==> config.mk <==
export PLATFORM = sky130hd
export DESIGN_NAME = ip_psram_arbiter
export DESIGN_NICKNAME = d
export VERILOG_FILES = /design/src/rtl/ip_psram_arbiter.sv
export SDC_FILE = /design/constraint.sdc
export NUM_CORES = 1
export LEC_CHECK = 0
export CAP_MARGIN = 5
export CORE_UTILIZATION = 50
export CTS_CLUSTER_SIZE = 20
export DETAILED_ROUTE_END_ITERATION = 10
export PLACE_DENSITY_LB_ADDON = 0.05
export SYNTH_ARGS = -nofsm -noshare
export SYNTH_HDL_FRONTEND = slang
export SYNTH_SLANG_ARGS = --single-unit
==> constraint.sdc <==
create_clock -name clk -period 2.3 [get_ports clk]
set_input_delay 0.46 -clock clk [delete_from_list [all_inputs] [get_ports clk]]
set_output_delay 0.46 -clock clk [all_outputs]
set_load 0.05 [all_outputs]
==> src/rtl/ip_psram_arbiter.sv <==
// Two-requester arbiter in front of one ip_psram channel. Each port latches one request,
// one transaction runs at a time, and a watchdog forces completion of stuck waits.
module ip_psram_arbiter #(
   parameter int ADDR_W     = 22,
   parameter int TIMEOUT    = 255,
   parameter bit FIXED_PRIO = 1'b0
) (
   input  logic              clk,
   input  logic              n_reset,
   input  logic              r0_rd,
   input  logic              r0_wr,
   input  logic [ADDR_W-1:0] r0_address,
   input  logic [7:0]        r0_wdata,
   output logic              r0_busy,
   output logic [7:0]        r0_rdata,
   output logic              r0_rdata_en,
   input  logic              r1_rd,
   input  logic              r1_wr,
   input  logic [ADDR_W-1:0] r1_address,
   input  logic [7:0]        r1_wdata,
   output logic              r1_busy,
   output logic [7:0]        r1_rdata,
   output logic              r1_rdata_en,
   output logic              mem_rd,
   output logic              mem_wr,
   output logic [ADDR_W-1:0] mem_address,
   output logic [7:0]        mem_wdata,
   input  logic              mem_busy,
   input  logic [7:0]        mem_rdata,
   input  logic              mem_rdata_en,
   output logic              active_port,
   output logic              timeout_err
);

   typedef enum logic [2:0] {
      ST_IDLE      = 3'd0,
      ST_ISSUE     = 3'd1,
      ST_WAIT_RD   = 3'd2,
      ST_WR_SETTLE = 3'd3,
      ST_WAIT_WR   = 3'd4
   } state_t;

   // Watchdog fires on the TIMEOUT-th wait cycle (counter starts at 0 on the first one).
   localparam logic [15:0] WD_LAST = 16'(TIMEOUT - 1);

   function automatic logic pick_port(input logic [1:0] pend, input logic last);
      logic port;
      if (pend == 2'b11) begin
         port = FIXED_PRIO ? 1'b0 : ~last;
      end else if (pend[1]) begin
         port = 1'b1;
      end else begin
         port = 1'b0;
      end
      return port;
   endfunction

   state_t            state_r, state_nx_s;
   logic [1:0]        pend_r, op_rd_r, req_rd_s, req_wr_s, rdata_en_r;
   logic [ADDR_W-1:0] addr_r [2];
   logic [ADDR_W-1:0] addr_in_s [2];
   logic [7:0]        wdata_r [2];
   logic [7:0]        wdata_in_s [2];
   logic [7:0]        rdata_r [2];
   logic              mem_rd_r, mem_wr_r;
   logic [ADDR_W-1:0] mem_address_r;
   logic [7:0]        mem_wdata_r;
   logic              active_r, last_r, timeout_err_r;
   logic [15:0]       wd_cnt_r;
   logic              grant_s, grant_port_s, done_s, done_rd_s, to_s, wd_hit_s;
   logic [7:0]        done_data_s;

   assign req_rd_s      = {r1_rd, r0_rd};
   assign req_wr_s      = {r1_wr, r0_wr};
   assign addr_in_s[0]  = r0_address;
   assign addr_in_s[1]  = r1_address;
   assign wdata_in_s[0] = r0_wdata;
   assign wdata_in_s[1] = r1_wdata;
   assign wd_hit_s      = (wd_cnt_r == WD_LAST);

   // Per-port request capture; a port's pending slot clears when its transaction completes.
   always_ff @(posedge clk or negedge n_reset) begin
      if (!n_reset) begin
         pend_r  <= 2'b00;
         op_rd_r <= 2'b00;
         for (int i = 0; i < 2; i++) begin
            addr_r[i]  <= {ADDR_W{1'b0}};
            wdata_r[i] <= 8'h00;
         end
      end else begin
         for (int i = 0; i < 2; i++) begin
            if (done_s && (active_r == i[0])) begin
               pend_r[i] <= 1'b0;
            end else if (!pend_r[i] && (req_rd_s[i] || req_wr_s[i])) begin
               pend_r[i]  <= 1'b1;
               op_rd_r[i] <= req_rd_s[i];
               addr_r[i]  <= addr_in_s[i];
               wdata_r[i] <= wdata_in_s[i];
            end else begin
               pend_r[i] <= pend_r[i];
            end
         end
      end
   end

   // Transaction state register.
   always_ff @(posedge clk or negedge n_reset) begin
      if (!n_reset) begin
         state_r <= ST_IDLE;
      end else begin
         state_r <= state_nx_s;
      end
   end

   // Next-state, grant and completion decode.
   always_comb begin
      state_nx_s   = state_r;
      grant_s      = 1'b0;
      grant_port_s = active_r;
      done_s       = 1'b0;
      done_rd_s    = 1'b0;
      done_data_s  = 8'h00;
      to_s         = 1'b0;
      case (state_r)
         ST_IDLE: begin
            if ((pend_r != 2'b00) && !mem_busy) begin
               grant_s      = 1'b1;
               grant_port_s = pick_port(pend_r, last_r);
               state_nx_s   = ST_ISSUE;
            end else begin
               state_nx_s = ST_IDLE;
            end
         end
         ST_ISSUE: begin
            if (op_rd_r[active_r]) begin
               state_nx_s = ST_WAIT_RD;
            end else begin
               state_nx_s = ST_WR_SETTLE;
            end
         end
         ST_WAIT_RD: begin
            if (mem_rdata_en) begin
               done_s      = 1'b1;
               done_rd_s   = 1'b1;
               done_data_s = mem_rdata;
               state_nx_s  = ST_IDLE;
            end else if (wd_hit_s) begin
               done_s      = 1'b1;
               done_rd_s   = 1'b1;
               done_data_s = 8'hFF;
               to_s        = 1'b1;
               state_nx_s  = ST_IDLE;
            end else begin
               state_nx_s = ST_WAIT_RD;
            end
         end
         ST_WR_SETTLE: begin
            if (wd_hit_s) begin
               done_s     = 1'b1;
               to_s       = 1'b1;
               state_nx_s = ST_IDLE;
            end else begin
               state_nx_s = ST_WAIT_WR;
            end
         end
         ST_WAIT_WR: begin
            if (!mem_busy) begin
               done_s     = 1'b1;
               state_nx_s = ST_IDLE;
            end else if (wd_hit_s) begin
               done_s     = 1'b1;
               to_s       = 1'b1;
               state_nx_s = ST_IDLE;
            end else begin
               state_nx_s = ST_WAIT_WR;
            end
         end
         default: begin
            state_nx_s = ST_IDLE;
         end
      endcase
   end

   // Memory-side request pulse, held address/data and grant pointer.
   always_ff @(posedge clk or negedge n_reset) begin
      if (!n_reset) begin
         mem_rd_r      <= 1'b0;
         mem_wr_r      <= 1'b0;
         mem_address_r <= {ADDR_W{1'b0}};
         mem_wdata_r   <= 8'h00;
         active_r      <= 1'b0;
         last_r        <= 1'b1;
      end else begin
         mem_rd_r <= grant_s && op_rd_r[grant_port_s];
         mem_wr_r <= grant_s && !op_rd_r[grant_port_s];
         if (grant_s) begin
            mem_address_r <= addr_r[grant_port_s];
            mem_wdata_r   <= wdata_r[grant_port_s];
            active_r      <= grant_port_s;
            last_r        <= grant_port_s;
         end else begin
            mem_address_r <= mem_address_r;
         end
      end
   end

   // Read-data return to the requester that owned the completed read.
   always_ff @(posedge clk or negedge n_reset) begin
      if (!n_reset) begin
         rdata_en_r <= 2'b00;
         for (int i = 0; i < 2; i++) begin
            rdata_r[i] <= 8'h00;
         end
      end else begin
         for (int i = 0; i < 2; i++) begin
            rdata_en_r[i] <= done_s && done_rd_s && (active_r == i[0]);
            if (done_s && done_rd_s && (active_r == i[0])) begin
               rdata_r[i] <= done_data_s;
            end else begin
               rdata_r[i] <= rdata_r[i];
            end
         end
      end
   end

   // Watchdog counter and sticky timeout flag.
   always_ff @(posedge clk or negedge n_reset) begin
      if (!n_reset) begin
         wd_cnt_r      <= 16'h0000;
         timeout_err_r <= 1'b0;
      end else begin
         if (state_r == ST_ISSUE) begin
            wd_cnt_r <= 16'h0000;
         end else if ((state_r == ST_WAIT_RD) || (state_r == ST_WR_SETTLE) ||
                      (state_r == ST_WAIT_WR)) begin
            wd_cnt_r <= wd_cnt_r + 16'h0001;
         end else begin
            wd_cnt_r <= wd_cnt_r;
         end
         timeout_err_r <= timeout_err_r | to_s;
      end
   end

   assign r0_busy     = pend_r[0];
   assign r1_busy     = pend_r[1];
   assign r0_rdata    = rdata_r[0];
   assign r1_rdata    = rdata_r[1];
   assign r0_rdata_en = rdata_en_r[0];
   assign r1_rdata_en = rdata_en_r[1];
   assign mem_rd      = mem_rd_r;
   assign mem_wr      = mem_wr_r;
   assign mem_address = mem_address_r;
   assign mem_wdata   = mem_wdata_r;
   assign active_port = active_r;
   assign timeout_err = timeout_err_r;

endmodule

==> summary.txt <==
Route
  – Vias: 4062
  – Post-route DRC: 0
  – Post-DR wirelength/cell: 16.60 µm
  – Final wirelength: 12780 µm
  – Post-route ant nets: 0
  – Vias per cell: 5.275
  – Pre-Repair DR Iteration Count: 4
  – Iter 0 DRT Violations: 163

Synthesis
  – Area contributors post-synth: dfrtp_1 (58%), mux2_2 (13%), mux2i_1 (5.5%)
  – Cells after synthesis: 461
  – Post-synth top flop: dfrtp_1
  – Top cell type's share of synthesized area: 57.78%
  – Synth top cells by count: dfrtp_1 (135), mux2_2 (66), nand2_1 (39)
  – Syn Std Cell Area: 0.005847 mm²
  – Cell with the most instances after synthesis: dfrtp_1
  – Ys Warns: 0
  – Asr flop ratio synth: 100.0%
  – Synth cell types: 55
  – Flops & latches, synth: 136
  – Cell taking the most area after synthesis: dfrtp_1
  – Seq/Total Area, Yosys: 58.23%
  – Number of synthesized flops with an enable pin: 0
  – Syn Nets: 539
  – Syn avg cell area: 12.68 µm²

Min path
  – Hold WC Path Type: in2async

CTS
  – H-tree levels: 4
  – CTS Buffer Depth: 2
  – CTS hold repair buffers: 0
  – Root Buffer: clkbuf_16
  – Clock transition at the registers of the reported paths: 0.05 ns
  – Total CTS buffers: 17
  – Clock sink total: 136
  – TritonCTS clock tree: built
  – Clock Latency Late Sink: 0.42 ns

Floorplan
  – FP Rows: 39
  – Die width: 110.1 µm
  – IO Pins: 130
  – Initial Utilization: 51.21%
  – Die Area: 0.01213 mm²
  – Chip height: 110.1 µm
  – CORE AREA: 0.01142 mm²

Critical path
  – Buf/Inv on CP: 1
  – CP Launch Type: flop
  – Slowest library cell on the worst path: clkdlybuf4s50_1
  – WP data required: 1.84 ns
  – Crit Path Max Fanout: 5
  – Slowest Stage Delay on Critical Path: 0.89 ns
  – Critical path's top delay family: buffers and inverters
  – Worst Setup End Kind: output port
  – Critical Path, Cell by Cell: clkdlybuf4s50_1
  – Worst Path Arrival: 1.79 ns
  – Crit Path Category: reg2out

Placement
  – PortBufs: 129
  – DP Wirelength: 8579 µm
  – Placed Cells: 736
  – Pre-CTS WS: -0.1327 ns
  – Placer congestion estimate: 0.7982

Power
  – Sw Ratio: 36.42%
  – Switch Pwr: 0.004511 W
  – Sequential Power Share: 32.6%
  – Pwr Total: 0.01239 W
  – Peak supply drop: 0.001039 V
  – Lkg Pwr: 3.658 nW
  – Part of the power in the clock network: 24.8%
  – Pwr dens: 1497 mW/mm²
  – Int Power: 0.007876 W
  – Logic pwr share: 42.6%

Outcome
  – Run status: finished with violations
  – Failing checks: hold timing

STA
  – Relative slew slack: 52.40%
  – Slew Viols, Final: 0
  – Hold slack: -0.004935 ns
  – Final worst path period need: 2.252 ns
  – Final hold vios: 1
  – Setup violators final: 0
  – Clock skew: 0.007995 ns
  – Min setup slack post-route: 0.04765 ns
  – Unrepaired setup endpoints after global routing: true
  – Tcrit/Tclk final: 97.93%
  – Slew of the pin with the lowest slew margin: 0.7133 ns
  – Max Clk Rate: 444.0 MHz

Finish
  – Share of layout cells above drive strength 1: 24.40%
  – Antenna diodes: 0
  – Finished Layout Cells: 770
  – Core Util, Final: 72.49%
  – Area growth syn-to-layout: 41.56%
  – Nets: 692

GRT
  – Total track usage: 22.28%
  – Antenna violations before repair: 0
  – Largest net degree at the start of global routing: 55
  – GR Overflow Total: 0
  – Number of global-route vias before repair: 4149
  – First-pass GRT wire length: 20060 µm

Job
  – Max-cap violations: 0
-- flip-flops by register name (all words and copies together), names as in the netlist, 2 cells and up --
| name | flops |
|---|---|
| mem_wdata | 8 |
| mem_address | 22 |
| op_rd_r | 2 |
| addr_r | 44 |
| wdata_r | 16 |
| rdata_en_r | 2 |
| pend_r | 2 |
| r0_rdata | 8 |
| r1_rdata | 8 |
| state_r | 3 |
| wd_cnt_r | 16 |
-- path summary, 6_finish.rpt --
kind | start | to | slack, ns | cells after the start
max | pend_r[0] | r0_busy | 0.05 | 1
min | n_reset | wd_cnt_r[13] | -0.005 | 1
max reg2reg | wd_cnt_r[1] | addr_r[38] | 0.10 | 7
min reg2reg | mem_address[11] | mem_address[11] | 0.48 | 2
max in group asynchronous | n_reset | mem_address[9] | 1.62 | 2
min in group clk | mem_address[11] | mem_address[11] | 0.48 | 2
-- power groups by stage --
stage          sequential [W]  clock, W  combinational [W]
2_1_floorplan         0.00530         0            0.00216
3_3_place_gp          0.00403         0            0.00509
3_5_place_dp          0.00407         0            0.00519
4_1_cts               0.00404   0.00313            0.00523
5_1_grt               0.00417   0.00323            0.00564
6_report              0.00404   0.00307            0.00527
-- routing by layer --
metal	track usage [%]	wire, µm	up-vias
met4	8.647	197	0
met3	7.760	832	16
met5	0	0	-
met2	35.67	6118	113
met1	27.82	5635	2005
li1	-	-	1928
-- per-stage QoR --
stage / area [µm²] / TNS, ns
after global placement: 7505 / -5.509
after floorplan: 5847 / 0
after detailed placement: 7505 / -6.063
after global routing: 8277 / -0.3280
after CTS: 8180 / 0
final: 8277 / 0
-- cell type report --
class,count,area [µm²]
timing repair buffer,158,1615
tap,143,178.9
fill,806,3142
clock buffer,19,452.9
multi-input combinational,294,2374
clock inverter,13,224.0
inverter,7,26.28
sequential,136,3406
-- cell usage in the layout (no fill, tap or decap), types with 2 or more instances in the layout --
cell type | Yosys | layout
and2_1 | 2 | 2
mux2_2 | 66 | 58
nor2b_1 | 3 | 3
or3_1 | 6 | 6
nand4_1 | 3 | 3
dfrtp_1 | 135 | 134
nor4_1 | 2 | 2
mux2_1 | 4 | 4
nor3_1 | 3 | 3
xnor2_1 | 5 | 5
mux2i_1 | 32 | 32
inv_1 | 7 | 7
nor2_1 | 18 | 18
nand3_1 | 9 | 8
o21bai_1 | 2 | 2
clkbuf_8 | 0 | 2
a21oi_1 | 11 | 11
buf_4 | 5 | 20
clkinvlp_4 | 0 | 2
clkdlybuf4s50_1 | 0 | 126
mux2_4 | 8 | 16
nand2b_1 | 11 | 11
buf_6 | 1 | 2
clkbuf_16 | 0 | 18
nand2_1 | 39 | 39
xor2_1 | 3 | 3
buf_12 | 0 | 6
clkinv_2 | 0 | 4
bufinv_16 | 0 | 6
o21ai_0 | 37 | 36
-- cells by family after synthesis --
family / Yosys count / share of synthesized area, %
buffers and inverters: 31 / 2.589
and+or+nand+nor: 110 / 10.21
xor gates and xnor gates: 8 / 1.198
adders and majority gates: 2 / 0.4279
AOI/OAI and AO/OA: 64 / 6.335
muxes: 110 / 21.01
DFF: 136 / 58.23
-- repair_timing --
| item | in CTS | in global routing |
|---|---|---|
| gates cloned | 0 | 1 |
| pin swaps | 0 | 3 |
| resized for setup | 1 | 16 |
| endpoints found under the hold margin | 0 | 0 |
| buffers inserted | 0 | 1 |
| setup endpoints to repair | 1 | 43 |
(Power assumes the default switching activity.)
